**src/rtl/reg_bank_arbiter_pkg.sv**
```systemverilog
// rtl/reg_bank_arbiter_pkg.sv - shared types for the two-port register bank arbiter
package reg_bank_pkg;

  typedef enum logic [1:0] {
    IDLE  = 2'b00,
    GRANT = 2'b01,
    ACK   = 2'b10
  } state_e;

  localparam logic PORT0 = 1'b0;
  localparam logic PORT1 = 1'b1;

endpackage

```
**src/rtl/reg_bank_arbiter_if.sv**
```systemverilog
// rtl/reg_bank_arbiter_if.sv - two-requester req/gnt/ack bus into the shared register bank
interface reg_bank_arbiter_if #(
  parameter int WIDTH  = 8,
  parameter int ADDR_W = 2
);
  logic              req0;
  logic              we0;
  logic [ADDR_W-1:0] addr0;
  logic [WIDTH-1:0]  wdata0;
  logic              req1;
  logic              we1;
  logic [ADDR_W-1:0] addr1;
  logic [WIDTH-1:0]  wdata1;
  logic              gnt0;
  logic              gnt1;
  logic              ack0;
  logic              ack1;
  logic [WIDTH-1:0]  rdata;
  logic              busy;

  modport master (
    output req0, we0, addr0, wdata0, req1, we1, addr1, wdata1,
    input  gnt0, gnt1, ack0, ack1, rdata, busy
  );

  modport slave (
    input  req0, we0, addr0, wdata0, req1, we1, addr1, wdata1,
    output gnt0, gnt1, ack0, ack1, rdata, busy
  );
endinterface

```
**src/rtl/reg_bank_arbiter_storage.sv**
```systemverilog
// rtl/reg_bank_arbiter_storage.sv - DEPTH x WIDTH flop array with write-through read port
// Optional REG_BANK_PRESET_EN adds an async active-low Preset that fills the array with ones.
module reg_bank_storage #(
  parameter int WIDTH  = 8,
  parameter int DEPTH  = 4,
  parameter int ADDR_W = 2
) (
  input  logic              Clock,
  input  logic              Reset,
`ifdef REG_BANK_PRESET_EN
  input  logic              Preset,
`endif
  input  logic              we_i,
  input  logic [ADDR_W-1:0] addr_i,
  input  logic [WIDTH-1:0]  wdata_i,
  output logic [WIDTH-1:0]  rdata_o
);

  logic [WIDTH-1:0] mem_q [DEPTH];

`ifdef REG_BANK_PRESET_EN
  always_ff @(posedge Clock or negedge Reset or negedge Preset) begin
`else
  always_ff @(posedge Clock or negedge Reset) begin
`endif
    if (!Reset) begin
      for (int i = 0; i < DEPTH; i++) mem_q[i] <= '0;
    end
`ifdef REG_BANK_PRESET_EN
    else if (!Preset) begin
      for (int i = 0; i < DEPTH; i++) mem_q[i] <= '1;
    end
`endif
    else begin
      for (int i = 0; i < DEPTH; i++) begin
        if (we_i && (addr_i == ADDR_W'(i))) mem_q[i] <= wdata_i;
      end
    end
  end

  // Addresses with no matching word fall through to zero, so out-of-range reads return 0
  // and out-of-range writes touch nothing.
  always_comb begin
    rdata_o = '0;
    for (int i = 0; i < DEPTH; i++) begin
      if (addr_i == ADDR_W'(i)) rdata_o = we_i ? wdata_i : mem_q[i];
    end
  end

endmodule

```
**src/rtl/reg_bank_arbiter.sv**
```systemverilog
// rtl/reg_bank_arbiter.sv - round-robin arbiter sharing one register bank between two requesters
// Optional REG_BANK_PRESET_EN exposes the storage Preset input.
module reg_bank_arbiter
  import reg_bank_pkg::*;
#(
  parameter int WIDTH  = 8,
  parameter int DEPTH  = 4,
  parameter int ADDR_W = 2
) (
  input  logic Clock,
  input  logic Reset,
`ifdef REG_BANK_PRESET_EN
  input  logic Preset,
`endif
  reg_bank_arbiter_if.slave bus
);

  state_e           state_q, state_d;
  logic             winner_q, winner_d;
  logic             ptr_q, ptr_d;
  logic             gnt0_q, gnt0_d, gnt1_q, gnt1_d;
  logic             ack0_q, ack0_d, ack1_q, ack1_d;
  logic             busy_q, busy_d;
  logic [WIDTH-1:0] rdata_q, rdata_d;

  logic              w_req, w_we, mem_we;
  logic [ADDR_W-1:0] w_addr;
  logic [WIDTH-1:0]  w_wdata, mem_rdata;

  // The loser's inputs are never looked at: everything goes through the winner mux.
  assign w_req   = (winner_q == PORT1) ? bus.req1   : bus.req0;
  assign w_we    = (winner_q == PORT1) ? bus.we1    : bus.we0;
  assign w_addr  = (winner_q == PORT1) ? bus.addr1  : bus.addr0;
  assign w_wdata = (winner_q == PORT1) ? bus.wdata1 : bus.wdata0;
  assign mem_we  = (state_q == GRANT) && w_req && w_we;

  reg_bank_storage #(.WIDTH(WIDTH), .DEPTH(DEPTH), .ADDR_W(ADDR_W)) u_storage (
    .Clock   (Clock),
    .Reset   (Reset),
`ifdef REG_BANK_PRESET_EN
    .Preset  (Preset),
`endif
    .we_i    (mem_we),
    .addr_i  (w_addr),
    .wdata_i (w_wdata),
    .rdata_o (mem_rdata)
  );

  always_ff @(posedge Clock or negedge Reset) begin
    if (!Reset) begin
      state_q  <= IDLE;
      winner_q <= PORT0;
      ptr_q    <= PORT0;
      gnt0_q   <= 1'b0;
      gnt1_q   <= 1'b0;
      ack0_q   <= 1'b0;
      ack1_q   <= 1'b0;
      busy_q   <= 1'b0;
      rdata_q  <= '0;
    end else begin
      state_q  <= state_d;
      winner_q <= winner_d;
      ptr_q    <= ptr_d;
      gnt0_q   <= gnt0_d;
      gnt1_q   <= gnt1_d;
      ack0_q   <= ack0_d;
      ack1_q   <= ack1_d;
      busy_q   <= busy_d;
      rdata_q  <= rdata_d;
    end
  end

  always_comb begin
    state_d  = state_q;
    winner_d = winner_q;
    ptr_d    = ptr_q;
    gnt0_d   = gnt0_q;
    gnt1_d   = gnt1_q;
    ack0_d   = 1'b0;
    ack1_d   = 1'b0;
    rdata_d  = rdata_q;
    case (state_q)
      IDLE: begin
        if (bus.req0 || bus.req1) begin
          winner_d = (bus.req0 && bus.req1) ? ptr_q : (bus.req1 ? PORT1 : PORT0);
          state_d  = GRANT;
          gnt0_d   = (winner_d == PORT0);
          gnt1_d   = (winner_d == PORT1);
        end
      end
      GRANT: begin
        if (w_req) begin
          state_d = ACK;
          rdata_d = mem_rdata;
          ack0_d  = (winner_q == PORT0);
          ack1_d  = (winner_q == PORT1);
        end else begin
          // Abort leaves the pointer alone so the same port keeps its turn.
          state_d = IDLE;
          gnt0_d  = 1'b0;
          gnt1_d  = 1'b0;
        end
      end
      ACK: begin
        state_d = IDLE;
        gnt0_d  = 1'b0;
        gnt1_d  = 1'b0;
        ptr_d   = ~winner_q;
      end
      default: begin
        state_d = IDLE;
        gnt0_d  = 1'b0;
        gnt1_d  = 1'b0;
      end
    endcase
    busy_d = (state_d != IDLE);
  end

  assign bus.gnt0  = gnt0_q;
  assign bus.gnt1  = gnt1_q;
  assign bus.ack0  = ack0_q;
  assign bus.ack1  = ack1_q;
  assign bus.busy  = busy_q;
  assign bus.rdata = rdata_q;

endmodule
```
**src/flat_wrapper.sv**
```systemverilog
// flat-port wrapper written by rule: the top's interface ports become plain ports
module reg_bank_arbiter_flat import reg_bank_pkg::*;
#(
  parameter int WIDTH  = 8,
  parameter int DEPTH  = 4,
  parameter int ADDR_W = 2
)
  (Clock, Reset, bus_req0, bus_we0, bus_addr0, bus_wdata0, bus_req1, bus_we1, bus_addr1, bus_wdata1, bus_gnt0, bus_gnt1, bus_ack0, bus_ack1, bus_rdata, bus_busy);
  reg_bank_arbiter_if #(.WIDTH(WIDTH), .ADDR_W(ADDR_W)) bus_i ();
  input  logic Clock;
  input  logic Reset;
  input wire logic [$bits(bus_i.req0)-1:0] bus_req0;
  input wire logic [$bits(bus_i.we0)-1:0] bus_we0;
  input wire logic [$bits(bus_i.addr0)-1:0] bus_addr0;
  input wire logic [$bits(bus_i.wdata0)-1:0] bus_wdata0;
  input wire logic [$bits(bus_i.req1)-1:0] bus_req1;
  input wire logic [$bits(bus_i.we1)-1:0] bus_we1;
  input wire logic [$bits(bus_i.addr1)-1:0] bus_addr1;
  input wire logic [$bits(bus_i.wdata1)-1:0] bus_wdata1;
  output wire logic [$bits(bus_i.gnt0)-1:0] bus_gnt0;
  output wire logic [$bits(bus_i.gnt1)-1:0] bus_gnt1;
  output wire logic [$bits(bus_i.ack0)-1:0] bus_ack0;
  output wire logic [$bits(bus_i.ack1)-1:0] bus_ack1;
  output wire logic [$bits(bus_i.rdata)-1:0] bus_rdata;
  output wire logic [$bits(bus_i.busy)-1:0] bus_busy;
  assign bus_i.req0 = bus_req0;
  assign bus_i.we0 = bus_we0;
  assign bus_i.addr0 = bus_addr0;
  assign bus_i.wdata0 = bus_wdata0;
  assign bus_i.req1 = bus_req1;
  assign bus_i.we1 = bus_we1;
  assign bus_i.addr1 = bus_addr1;
  assign bus_i.wdata1 = bus_wdata1;
  assign bus_gnt0 = bus_i.gnt0;
  assign bus_gnt1 = bus_i.gnt1;
  assign bus_ack0 = bus_i.ack0;
  assign bus_ack1 = bus_i.ack1;
  assign bus_rdata = bus_i.rdata;
  assign bus_busy = bus_i.busy;
  reg_bank_arbiter #(.WIDTH(WIDTH), .DEPTH(DEPTH), .ADDR_W(ADDR_W)) u_core (.Clock(Clock), .Reset(Reset), .bus(bus_i));
endmodule
```
**config.mk**
```make
export PLATFORM = sky130hd
export DESIGN_NAME = reg_bank_arbiter_flat
export DESIGN_NICKNAME = d
export VERILOG_FILES = /design/src/rtl/reg_bank_arbiter_pkg.sv /design/src/rtl/reg_bank_arbiter_if.sv /design/src/rtl/reg_bank_arbiter_storage.sv /design/src/rtl/reg_bank_arbiter.sv /design/src/flat_wrapper.sv
export SDC_FILE = /design/constraint.sdc
export NUM_CORES = 1
export LEC_CHECK = 0
export ABC_AREA = 1
export BUFFER_PORTS_ARGS = -buffer_cell sky130_fd_sc_hd__buf_2
export CORE_MARGIN = 2
export CORE_UTILIZATION = 55
export DETAILED_ROUTE_END_ITERATION = 6
export PLACE_DENSITY = 0.78
export SYNTH_ARGS = -nofsm -noshare
export SYNTH_HDL_FRONTEND = slang
export SYNTH_HIERARCHICAL = 1
export SYNTH_SLANG_ARGS = --single-unit
```
**constraint.sdc**
```tcl
create_clock -name Clock -period 2.7 [get_ports Clock]
set_input_delay 0 -clock Clock [delete_from_list [all_inputs] [get_ports Clock]]
set_output_delay 0 -clock Clock [all_outputs]
set_load 0.005 [all_outputs]
```
### After elaboration in Yosys (flattened, before gate mapping)

Cells that the tools add are included.

* equal/unequal tests: 7
* muxes and demuxes: 26
* bitwise operators: 2
* reduce and logical (&&, ||, !) cells: 14

Operators by type and width (number)
* 2-to-1 mux 8 bit: 9
* 2-to-1 mux 1 bit: 11
* logical AND 1 bit: 7
* equality test 2 bit, second input constant: 3
* 2-to-1 mux 2 bit: 3
* AND reduction 2 bit: 3
* equality test 2 x 1 -> 1 bit, second input constant: 2
* zero test 2 bit: 2
* case mux 1 bit (2 select lines): 2
* case mux 2 bit (2 select lines): 1
* inequality test 2 x 1 -> 1 bit, second input constant: 1
* inequality test 2 bit, second input constant: 1
* inverter 1 bit: 2
* nonzero test 2 bit: 1
* logical OR 1 bit: 1

* register bits: 49
* input bits: 26
* output and inout port bits: 13
* word-level logic and storage cells: 62

### Logic depth before layout (Yosys ltp)

Gate-level depths: netlist of run 1.

* word-level depth: 8
* gate-level depth with buffers: 16
* depth with buffers taken out: 14

### Cells and area by module

Netlist of run 1, hierarchy kept.

By module, submodules not included
* reg_bank_storage: times used 1, cells each 233, area an instance 1684.1 sq um, seq. area each 800.8 sq um
* reg_bank_arbiter: times used 1, cells each 106, area an instance 780.7 sq um, seq. area each 425.4 sq um

### Least setup slack after synthesis of run 1

Ideal clock, no wire load.

* path kind: register to register
* start point: register u_core.winner_q
* end point: register u_core.rdata_q[2], in the netlist u_core/bus.rdata[2]
* library setup time: 0.116 ns
* arrival time: 1.554 ns
* data required time: 2.584 ns
* setup slack: 1.030 ns
* cell stages (with the launch flop): 12
* path buffers: 3
* period minus slack after synthesis: 1.670 ns
* path through: dfrtp_1 > inv_2 > clkbuf_1 > nand2_1 > nand2_1 > buf_4 > buf_4 > nand3_1 > nand3_1 > o21ai_1 > nand2_1 > nand2_1

* elaborated cells on any way between the ends: 19
* classes of those cells: eq/ne: 3; mux: 12; reduce/logical: 4

RTL lines
* start, declared: RTL line reg_bank_arbiter.sv:19 `logic winner_q, winner_d;`
* start signal, assigned: RTL line reg_bank_arbiter.sv:62 `winner_q <= winner_d;`
* 2-to-1 mux 2 bit *: RTL line reg_bank_arbiter.sv:33 `assign w_addr = (winner_q == PORT1) ? bus.addr1 : bus.addr0;`
* net u_core.w_addr[0]: RTL line reg_bank_arbiter.sv:27 `logic [ADDR_W-1:0] w_addr;`
* zero test 2 bit: RTL line reg_bank_arbiter_storage.sv:46 `if (addr_i == ADDR_W'(i)) rdata_o = we_i ? wdata_i : mem_q[i];`
* 2-to-1 mux 8 bit (3 in series): RTL line reg_bank_arbiter_storage.sv:46
* 2-to-1 mux 8 bit *: RTL line reg_bank_arbiter_storage.sv:46
* net u_core.mem_rdata[2]: RTL line reg_bank_arbiter.sv:28 `logic [WIDTH-1:0] w_wdata, mem_rdata;`
* end signal, assigned: RTL line reg_bank_arbiter.sv:69 `rdata_q <= rdata_d;`
* end, declared: RTL line reg_bank_arbiter.sv:24 `logic [WIDTH-1:0] rdata_q, rdata_d;`

Mark *: on every way through the listed nets, which the timed path passes. The rest lies on a longest branch.
A chain may end at the register's enable or synchronous reset.

### Worst setup path in the final report of run 1

* start point: register u_core.winner_q
* end point: register u_core.rdata_q[6], in the netlist u_core/bus.rdata[6]

* longest elaborated chain between the ends: 8
* elaborated cells on any way between the ends: 19
* classes of those cells: eq/ne: 3; mux: 12; reduce/logical: 4

RTL lines
* 2-to-1 mux 1 bit: RTL line reg_bank_arbiter.sv:31 `assign w_req = (winner_q == PORT1) ? bus.req1 : bus.req0;`
* logical AND 1 bit: RTL line reg_bank_arbiter.sv:35 `assign mem_we = (state_q == GRANT) && w_req && w_we;`
* logical AND 1 bit *: RTL line reg_bank_arbiter.sv:35
* net u_core.mem_we: RTL line reg_bank_arbiter.sv:26 `logic w_req, w_we, mem_we;`
* 2-to-1 mux 8 bit (4 in series): RTL line reg_bank_arbiter_storage.sv:46
* 2-to-1 mux 8 bit *: RTL line reg_bank_arbiter_storage.sv:46
* net u_core.mem_rdata[6]: RTL line reg_bank_arbiter.sv:28

Marks and branches as above.

==> metrics.md, run 1 <==
| Metric | Value |
|---|---|
| Layout Cells excl Fill | `between 400 and 500` |
| Fillers | `roughly 380` |
| Mapped cell area | `0.00246 mm2` |
| CP Class | `flip-flop to flip-flop` |
| Max cap viols | `0` |
| Yosys top cell area share | `between 40% and 50%` |
| Crit path time final | `about 2300 ps` |
| Total GRT Usage | `between 20% and 30%` |
| Dpl cells | `421` |
| Share of cells above drive strength 1 | `roughly 16%` |
| Pleak | `around 1.6 nW` |
| Main synth FF type | `dfrtp_1` |
| Synth cell count leaders | `154 x nand2_1, 49 x dfrtp_1, 28 x inv_1` |
| Post-synthesis register bit count | `between 40 and 50` |
| Core Footprint | `0.00432 mm2` |
| Clock share of power | `between 15 and 20%` |
| Worst path most repeated cell | `nand2_1` |
| Die Wd | `70.9 um` |
| Clock sink count | `49` |
| Clk Latency, worst-skew pair | `roughly 300 ps` |
| Ys async rst share | `100%` |
| Final hold violations | `0` |
| Syn_area_per_cell | `7.27 um2` |
| Total wire length | `about 5300 um` |
| Clk pin slew, worst setup/hold paths | `80 ps` |
| Post-CTS Resized | `0` |
| Pint | `~1.8 mW` |
| Crit start category | `flip-flop` |
| Postcts setup bufs | `0` |
| Largest cells by area after synthesis | `dfrtp_1 50%, nand2_1 23%, o21ai_0 5.5%, inv_1 4.3%, nand3_1 3.9%` |
| Dpl ws | `approximately 480 ps` |
| Net Count, Synth | `around 370` |
| Area Overhead vs Synth | `14.5%` |
| Comb power frac | `a little over two fifths` |
| Setup TNS | `0 ps` |
| Leading area contributor after synthesis | `dfrtp_1` |
| Switch share | `between 40% and 50%` |
| Synth Warn # | `6` |
| DRT Pass-1 Iters | `5` |
| Pwr Total | `3.11 mW` |
| GRT Residual Overflow | `0` |
| Largest net degree at the start of global routing | `50` |
| Status | `complete, no violations` |
| Worst EP required | `roughly 2900 ps` |
| Psw | `between 1 and 1.5 mW` |
| Via count | `about 2200` |
| I/O pins | `39` |
| CTS tree | `built` |
| Power per cell area | `between 1000 and 1500 mW/mm2` |
| Antenna diode instance count | `0` |
| DR WL/cell | `~12 um` |
| DR iter-0 viols | `around 160` |
| PortBufs | `38` |
| Worst slew margin | `a little under a third` |
| Distinct cells, synth | `20` |
| Syn Inst Count | `339` |
| Die area | `0.00503 mm2` |
| Worst Hold Class | `input pin to flip-flop` |
| Initial antenna violation count | `0` |
| Min Hold Slack | `between 80 and 90 ps` |
| Vias in the first global route | `approximately 2100` |
| CTS Hold Buffers Added | `3` |
| RSZ-0062 raised after global routing | `no` |
| EDFF count, synth | `0` |
| DRC | `0` |
| Max FO, Critical Path | `23` |
| Row cnt | `24` |
| Clock skew | `around 4.3 ps` |
| Wire length of the first global-routing pass | `slightly above 9000 um` |
| Slowest stage delay, CP | `400 ps` |
| Setup ws final | `just over 400 ps` |
| Crit path DAT | `2480 ps` |
| Critical path's slowest cell | `dfrtp_1` |
| Vias/cell | `around 5.1` |
| Detailed placer's ending HPWL | `approximately 3800 um` |
| CP Cell Sequence | `inv_2, nand2_1, nand2_1, nand2_2, a21oi_1, buf_4, inv_1, nand2_1, nand2_1, nand2_1, nand2_1, inv_1, nand2_1, nand2_1, nand2_1` |
| Slew @ Worst Pin | `between 1000 and 1500 ps` |
| Htree depth | `2` |
| CP Capture Type | `flip-flop` |
| Initial core utilization | `between 50 and 60%` |
| CTS buffer count | `5` |
| Height of the die | `slightly above 70 um` |
| CP top delay family | `simple AND/OR/NAND/NOR gates` |
| Sequential-to-total area share from yosys stat | `just under 50%` |
| DRT antenna net count | `0` |
| Nets | `405` |
| Slew Viols, Final | `0` |
| Max Freq | `437 MHz` |
| Buf/Inv on CP | `4` |
| Root Buffer | `clkbuf_8` |
| Final period utilization | `a little over four fifths` |
| # setup viols final | `0` |
| GPL Wtd Cong | `0.832` |
| Top-count cell post-synth | `nand2_1` |
| Clk buf depth | `2` |
| Max VDD drop | `~0.00044 V` |
| Sequential power share | `between 30% and 40%` |
==> worst reg2reg max path, cell delays in order (launching register included) <==
cell and delay (ps):
dfrtp_1 400, inv_2 200, nand2_1 100, nand2_1 90
nand2_2 140, a21oi_1 160, buf_4 190, inv_1 340
nand2_1 200, nand2_1 80, nand2_1 60, nand2_1 50
inv_1 40, nand2_1 40, nand2_1 60, nand2_1 40
==> flip-flops by register name (all words and copies together) (netlist names) <==
register	count
u_core/bus.gnt0	1
u_core/ptr_q	1
u_core/bus.ack1	1
u_core/bus.rdata	8
u_core/bus.gnt1	1
u_core/u_storage/mem_q	32
u_core/bus.ack0	1
u_core/state_q	2
u_core/winner_q	1
u_core/bus.busy	1
==> cell type report <==
| type | count | area (um2) | share of cell area [%] |
|---|---|---|---|
| Clock buffer | 7 | 86.3 | 3.06 |
| Inverter | 34 | 128 | 4.52 |
| Multi-Input combinational cell | 245 | 1040 | 37.0 |
| Tap cell | 52 | 65.1 | 2.31 |
| Sequential cell | 49 | 1230 | 43.5 |
| Clock inverter | 1 | 30.0 | 1.06 |
| Timing Repair Buffer | 44 | 243 | 8.60 |
==> placed cells by master, fill, tap and decap left out, drive strengths merged <==
cell type	count
nand2	156
dfrtp	49
buf	41
o21ai	40
inv	34
nor2	25
nand3	19
clkbuf	7
dlygate4sd3	3
a21oi	2
bufinv	1
nor3	1
or2	1
a31oi	1
==> power by group through the flow <==
| stage | registers [mW] | clock network (mW) | logic [mW] |
|---|---|---|---|
| 2_1_floorplan | 1.22 | 0 | 0.992 |
| 3_3_place_gp | 1.23 | 0 | 1.30 |
| 3_5_place_dp | 1.24 | 0 | 1.33 |
| 4_1_cts | 1.23 | 0.545 | 1.34 |
| 5_1_grt | 1.27 | 0.563 | 1.57 |
| 6_report | 1.23 | 0.536 | 1.34 |
==> through the flow <==
| step | area (um2) | utilization [%] |
|---|---|---|
| final | 2820 | 65.2 |
| after global routing | 2820 | 65.2 |
| after CTS | 2820 | 65.2 |
| after detailed placement | 2680 | 61.9 |
| after global placement | 2680 | 61.9 |
| after floorplan | 2460 | - |
==> logic make-up (layout without fill, tap and decap cells) <==
logic type	count (synthesis)	in the layout	synth area share, %
compound gates	43	43	8.78
buf+inv	45	86	7.92
flops	49	49	49.7
simple gates	202	202	33.6
==> routing by layer <==
layer / up-vias / GRT usage, % / wire length, um
li1: 1126 / - / -
met1: 972 / 31.9 / 2460
met2: 87 / 36.9 / 2310
met3: 13 / 4.99 / 399
met4: 0 / 7.34 / 97
met5: - / 0 / 0
==> path summary, 6_finish.rpt <==
kind	start	end	slack, ps	cells past startpoint
min reg2reg	u_core/bus.gnt0	u_core/bus.gnt0	480	2
min	bus_wdata0[0]	u_core/u_storage/mem_q[16]	90	5
max in group asynchronous	Reset	u_core/u_storage/mem_q[13]	1640	2
min in group asynchronous	Reset	u_core/bus.rdata[4]	420	2
max reg2reg	u_core/winner_q	u_core/bus.rdata[6]	410	15
max	u_core/winner_q	u_core/bus.rdata[6]	410	15
(Power assumes the default switching activity.)
==> run 2: changes to the inputs <==
- clock period: 2.7 -> 2.2 ns (I/O delays scaled with it)
==> run 2 against run 1 <==
  * Register-to-register slack got worse by 230 ps
  * Total power increased by 28%
  * Worst setup slack lost 230 ps
  * Combinational power increased by 28%
  * First-iteration DRC count down 18%
  * Routed wire length is 3.6% higher
  * Global-route usage grew 0.60 points
  * Sequential power increased by 23%
  * Worst hold slack worse by 10 ps
  * Critical endpoint is now u_core/u_storage/mem_q[23]
  * Largest power group unchanged
==> metrics.md, run 2 (synthesis results as in run 1) <==
| Metric | Value |
|---|---|
| Pwr Total | `3.97 mW (was 3.11 mW)` |
| Crit start category | `flip-flop (unchanged)` |
| Max FFs per register | `32 (unchanged)` |
| Max FO, Critical Path | `13 (was 23)` |
| RSZ-0062 raised after global routing | `no (unchanged)` |
| Slowest stage delay, CP | `440 ps (was 400 ps)` |
| Pleak | `1.63 nW (was 1.60 nW)` |
| Row cnt | `24 (unchanged)` |
| CTS tree | `built (unchanged)` |
| Most frequent cells in the layout | `154 x nand2_1, 49 x dfrtp_1, 38 x buf_2 (unchanged)` |
| Die area | `0.00503 mm2 (unchanged)` |
| Worst R2R Path Depth | `10 (was 15)` |
| Clk buf depth | `2 (unchanged)` |
| GRT Residual Overflow | `0 (unchanged)` |
| WHS Path Cells | `5 (unchanged)` |
| Nets | `411 (was 405)` |
| Worst Hold Class | `input pin to flip-flop (unchanged)` |
| CP Cell Sequence | `inv_2, nand2_1, nand2_1, nand2_2, a21oi_4, buf_4, nand2_1, inv_1, nand2_1, nand2_1 (was inv_2, nand2_1, nand2_1, nand2_2, a21oi_1, buf_4, inv_1, nand2_1, nand2_1, nand2_1, nand2_1, inv_1, nand2_1, nand2_1, nand2_1)` |
| I/O pins | `39 (unchanged)` |
| Worst path most repeated cell | `nand2_1 (unchanged)` |
| M1 wire length | `2620 um (was 2460 um)` |
| Die Wd | `70.9 um (unchanged)` |
| Min-Delay Startpoint | `bus_wdata0[0] (unchanged)` |
| Height of the die | `70.9 um (unchanged)` |
| Vias/cell | `5.00 (was 5.09)` |
| DR WL met3 | `273 um (was 399 um)` |
| GPL Wtd Cong | `0.843 (was 0.832)` |
| Slew @ Worst Pin | `405 ps (was 1040 ps)` |
| Worst EP required | `2450 ps (was 2900 ps)` |
| Detailed placer's ending HPWL | `3870 um (was 3810 um)` |
| Clock sink count | `49 (unchanged)` |
| Crit path time final | `2020 ps (was 2290 ps)` |
| Total GRT Usage | `23.7% (was 23.1%)` |
| Core Footprint | `0.00432 mm2 (unchanged)` |
| DR iter-0 viols | `130 (was 159)` |
| Crit path DAT | `2260 ps (was 2480 ps)` |
| DRC | `0 (unchanged)` |
| Clock skew | `6.38 ps (was 4.29 ps)` |
| Status | `complete, no violations (unchanged)` |
| # setup viols final | `0 (unchanged)` |
| Slew Viols, Final | `0 (unchanged)` |
| Initial core utilization | `57.0% (unchanged)` |
| Worst slew margin | `73.0% (was 30.5%)` |
| Commonest non-fill, non-tap cell in the layout | `nand2_1 (unchanged)` |
| Clk Latency, worst-skew pair | `300 ps (about the same)` |
| DRT Pass-1 Iters | `4 (was 5)` |
| Clk pin slew, worst setup/hold paths | `90 ps (was 80 ps)` |
| PortBufs | `38 (unchanged)` |
| Largest net degree at the start of global routing | `32 (was 50)` |
| Met2 wire len | `2490 um (was 2310 um)` |
| Root Buffer | `clkbuf_8 (unchanged)` |
| Vias in the first global route | `2133 (was 2103)` |
| Max Freq | `496 MHz (was 437 MHz)` |
| Initial antenna violation count | `0 (unchanged)` |
| Antenna diode instance count | `0 (unchanged)` |
| Worst path depth | `10 (was 15)` |
| Setup TNS | `0 ps (unchanged)` |
| CP top delay family | `buffers and inverters (was simple AND/OR/NAND/NOR gates)` |
| Wire length of the first global-routing pass | `9360 um (was 9260 um)` |
| Reg2Reg Launch Point | `u_core/winner_q (unchanged)` |
| Via count | `2192 (was 2198)` |
| Buf/Inv on CP | `3 (was 4)` |
| DR WL/cell | `12.5 um (was 12.2 um)` |
| Final period utilization | `91.7% (was 84.7%)` |
| Total wire length | `5450 um (was 5260 um)` |
| Htree depth | `2 (unchanged)` |
| Crit path from | `u_core/winner_q (unchanged)` |
| Final hold violations | `0 (unchanged)` |
| Max VDD drop | `0.000588 V (was 0.000440 V)` |
| CP Capture Type | `flip-flop (unchanged)` |
| CP Class | `flip-flop to flip-flop (unchanged)` |
| Max cap viols | `0 (unchanged)` |
| Largest register by flop count | `u_core/u_storage/mem_q (unchanged)` |
| Power per cell area | `1370 mW/mm2 (was 1100 mW/mm2)` |
| Critical path's slowest cell | `dfrtp_1 (unchanged)` |
| DRT antenna net count | `0 (unchanged)` |
| Area Overhead vs Synth | `17.6% (was 14.5%)` |
| Max layer used | `met4 (unchanged)` |
| Share of cells above drive strength 1 | `18.1% (was 16.1%)` |
| CTS buffer count | `5 (unchanged)` |
-- run 2: per-layer routing --
metal  track usage [%]  up-vias
met4              7.76        0
li1                  -     1142
met2              38.8       69
met1              31.3      976
met3              5.70        5
met5                 0        -
-- run 2: final cells by class --
cell class	instances	area (um2)
inverter	34	131
timing repair inverter	1	7.51
sequential	49	1230
clock buffer	5	68.8
fill	390	1430
multi-input combinational	245	1050
timing repair buffer	49	280
tap	52	65.1
clock inverter	3	65.1
-- run 2: worst reg2reg max path, delay by kind of cell, from the launching register on --
kind / cells / cell delay (ps)
AO/OA/AOI/OAI: 1 / 210
buffers and inverters: 3 / 670
AND/OR/NAND/NOR: 6 / 650
flip-flops: 1 / 440
-- run 2: metrics by stage --
step                util (%)  setup WS, ps  instances  instance area, um2  hold slack (ps)
global route            67.0          5.66        438                2900              119
CTS                     66.3           147        436                2870             75.3
floorplan                  -           530        339                2460             -296
detailed placement      62.6           168        425                2710            -48.9
finish                  67.0           182        438                2900             76.7
global placement        62.6           217        425                2710            -51.4
-- run 2: report_power, final --
group | leakage [nW] | internal (mW) | switching [mW]
sequential | 0.606 | 1.32 | 0.193
combinational | 0.955 | 0.602 | 1.11
clock | 0.0681 | 0.451 | 0.300
total | 1.63 | 2.37 | 1.60
-- run 2: final timing paths --
path	to	slack (ps)
setup / recovery	u_core/u_storage/mem_q[23]	180
hold / removal	u_core/u_storage/mem_q[16]	80
setup reg to reg	u_core/u_storage/mem_q[23]	180
hold reg to reg	u_core/bus.gnt0	470
max in group asynchronous	u_core/u_storage/mem_q[25]	1310
min in group asynchronous	u_core/bus.rdata[7]	150
-- run 2: timing repair --
action / in CTS / in global routing
resized for setup: 0 / 4
setup endpoints to repair: 0 / 15
hold buffers: 3 / 0
endpoints found under the hold margin: 21 / 0
setup buffers: 0 / 1
==> run 3: changes to the inputs <==
- PLACE_DENSITY: 0.78 -> 0.76
- clock period: 2.2 -> 2.05 ns (I/O delays scaled with it)
==> run 3 against run 2 <==
  * Maximum frequency increased by 9.7%
  * Clock power decreased by 28%
  * Combinational power increased by 7%
  * Utilization decreased by 1.0 points
  * First-iteration DRC count decreased by 12%
  * Die area unchanged
  * Clock-buffer cell count increased by 3
  * Sequential cell count unchanged
  * Sequential power increased by 7%
  * Global-route usage decreased by 1.1 points
  * Critical path type unchanged
  * Critical endpoint is now u_core/bus.rdata[6]
  * Largest power group unchanged
  * Highest routed layer unchanged
==> metrics.md, run 3 (synthesis results as in run 1) <==
| Metric | Value |
|---|---|
| RSZ-0062 raised after global routing | `no (unchanged)` |
| Total GRT Usage | `22.6% (was 23.7%)` |
| Dpl ws | `101 ps (was 168 ps)` |
| Total wire length | `5330 um (was 5450 um)` |
| DRT antenna net count | `0 (unchanged)` |
| GRT Residual Overflow | `0 (unchanged)` |
| Setup ws final | `210 ps (was 182 ps)` |
| Psw | `1.68 mW (was 1.60 mW)` |
| Final period utilization | `89.7% (was 91.7%)` |
| Pint | `2.31 mW (was 2.37 mW)` |
| Max FO, Critical Path | `13 (unchanged)` |
| Slew @ Worst Pin | `356 ps (was 405 ps)` |
| Max Freq | `544 MHz (was 496 MHz)` |
| Largest register by flop count | `u_core/u_storage/mem_q (unchanged)` |
| CTS tree | `built (unchanged)` |
| Core Footprint | `0.00432 mm2 (unchanged)` |
| Reg2Reg Launch Point | `u_core/winner_q (unchanged)` |
| CTS buffer count | `5 (unchanged)` |
| DR iter-0 viols | `115 (was 130)` |
| Max FFs per register | `32 (unchanged)` |
| Initial antenna violation count | `0 (unchanged)` |
| Min-Delay Startpoint | `bus_wdata0[0] (unchanged)` |
| Final core utilization | `66.0% (was 67.0%)` |
| Nets | `411 (unchanged)` |
| DRT Pass-1 Iters | `4 (unchanged)` |
| Worst slew margin | `76.1% (was 73.0%)` |
| Htree depth | `2 (unchanged)` |
| Most frequent cells in the layout | `153 x nand2_1, 49 x dfrtp_1, 38 x buf_2 (was 154 x nand2_1, 49 x dfrtp_1, 38 x buf_2)` |
| Crit path DAT | `2040 ps (was 2260 ps)` |
| Crit path from | `u_core/winner_q (unchanged)` |
| Commonest non-fill, non-tap cell in the layout | `nand2_1 (unchanged)` |
| Wire length of the first global-routing pass | `9010 um (was 9360 um)` |
| Row cnt | `24 (unchanged)` |
| Crit start category | `flip-flop (unchanged)` |
| Detailed placer's ending HPWL | `3850 um (was 3870 um)` |
| Crit path time final | `1840 ps (was 2020 ps)` |
| I/O pins | `39 (unchanged)` |
| Clock sink count | `49 (unchanged)` |
| Dpl cells | `425 (unchanged)` |
| Area Overhead vs Synth | `15.8% (was 17.6%)` |
| Clk buf depth | `2 (unchanged)` |
| Comb power frac | `45.9% (was 43.0%)` |
| Switch share | `42.2% (was 40.3%)` |
| CP Capture Type | `flip-flop (unchanged)` |
| Worst Hold Class | `input pin to flip-flop (unchanged)` |
| CP Class | `flip-flop to flip-flop (unchanged)` |
| Slew Viols, Final | `0 (unchanged)` |
| Layout Cells excl Fill | `438 (unchanged)` |
| Clock share of power | `13.6% (was 18.9%)` |
| Status | `complete, no violations (unchanged)` |
| Clock skew | `5.95 ps (was 6.38 ps)` |
| Worst EP required | `2250 ps (was 2450 ps)` |
| Die Wd | `70.9 um (unchanged)` |
| Root Buffer | `clkbuf_8 (unchanged)` |
| PortBufs | `38 (unchanged)` |
| Clk Latency, worst-skew pair | `300 ps (about the same)` |
| Final hold violations | `0 (unchanged)` |
| Pleak | `1.60 nW (was 1.63 nW)` |
| GPL Wtd Cong | `0.828 (was 0.843)` |
| Via count | `2259 (was 2192)` |
| DR WL/cell | `12.2 um (was 12.5 um)` |
| Initial core utilization | `57.0% (unchanged)` |
| Setup TNS | `0 ps (unchanged)` |
| Sequential power share | `40.5% (was 38.1%)` |
| Vias/cell | `5.16 (was 5.00)` |
| Clk pin slew, worst setup/hold paths | `80 ps (was 90 ps)` |
| DRC | `0 (unchanged)` |
| Height of the die | `70.9 um (unchanged)` |
| Die area | `0.00503 mm2 (unchanged)` |
| Antenna diode instance count | `0 (unchanged)` |
| Share of cells above drive strength 1 | `17.6% (was 18.1%)` |
| Largest net degree at the start of global routing | `24 (was 32)` |
| Vias in the first global route | `1951 (was 2133)` |
| # setup viols final | `0 (unchanged)` |
| Max cap viols | `0 (unchanged)` |
| Power per cell area | `1400 mW/mm2 (was 1370 mW/mm2)` |
| Max VDD drop | `0.000615 V (was 0.000588 V)` |
## run 3: cell count changes in the layout (fill, tap and decap cells not counted), sizes merged
cell,previous run,this run
clkinv,1,0
clkbuf,5,8
bufinv,2,0
## run 3: cell type report
class	count	area, um2
Fill cell	408	1470
Sequential cell	49	1230
Multi-Input combinational cell	245	1060
Timing Repair Buffer	49	284
Inverter	34	134
Clock buffer	8	80.1
Tap cell	52	65.1
Timing Repair inverter	1	7.51
## run 3: final timing paths
check | end | cells after the start | slack (ps)
max | u_core/bus.rdata[6] | 15 | 210
min reg2reg | u_core/bus.gnt0 | 2 | 470
min in group asynchronous | u_core/u_storage/mem_q[28] | 2 | 140
max in group asynchronous | u_core/u_storage/mem_q[0] | 3 | 1330
min | u_core/u_storage/mem_q[16] | 5 | 90
max reg2reg | u_core/bus.rdata[6] | 15 | 210
## run 3: metal layers
metal  wire length, um  vias to the layer above  global-route usage, %  share of wire, %
met3               358                        7                   2.99               6.7
met5                 0                        -                      0                 0
met1              2520                     1022                   33.9                47
met2              2380                       88                   34.1                45
li1                  -                     1142                      -                 -
met4                65                        0                   8.18               1.2
## run 3: power by group through the flow
stage / Combinational (mW) / Clock [mW] / Sequential, mW
floorplan: 1.31 / 0 / 1.61
global placement: 1.74 / 0 / 1.62
detailed placement: 1.77 / 0 / 1.63
CTS: 1.79 / 0.556 / 1.61
global route: 2.11 / 0.585 / 1.66
finish: 1.83 / 0.543 / 1.62
## run 3: worst max-delay path, cell delays in order (launching register included)
cell	delay, ps
dfrtp_1	430
inv_4	140
nand2_1	80
nand2_1	70
nand2_2	70
a21oi_4	210
clkinvlp_4	120
buf_4	190
nand2_1	70
nand2_1	50
nand2_1	60
nand2_1	50
inv_1	40
nand2_1	40
nand2_1	60
nand2_1	40
## run 3: per-stage QoR
stage	total power, mW	area, um2	hold slack (ps)
finish	3.99	2850	87.0
global route	4.36	2850	106
CTS	3.95	2820	84.4
detailed placement	3.40	2710	-71.2
global placement	3.36	2710	-69.8
floorplan	2.92	2460	-296
## run 3: what timing repair did
action | in CTS | in global routing
buffers inserted | 0 | 1
hold buffers | 3 | 0
endpoints found under the hold margin | 41 | 0
endpoints found under the setup margin | 0 | 29
gates resized for setup | 0 | 7
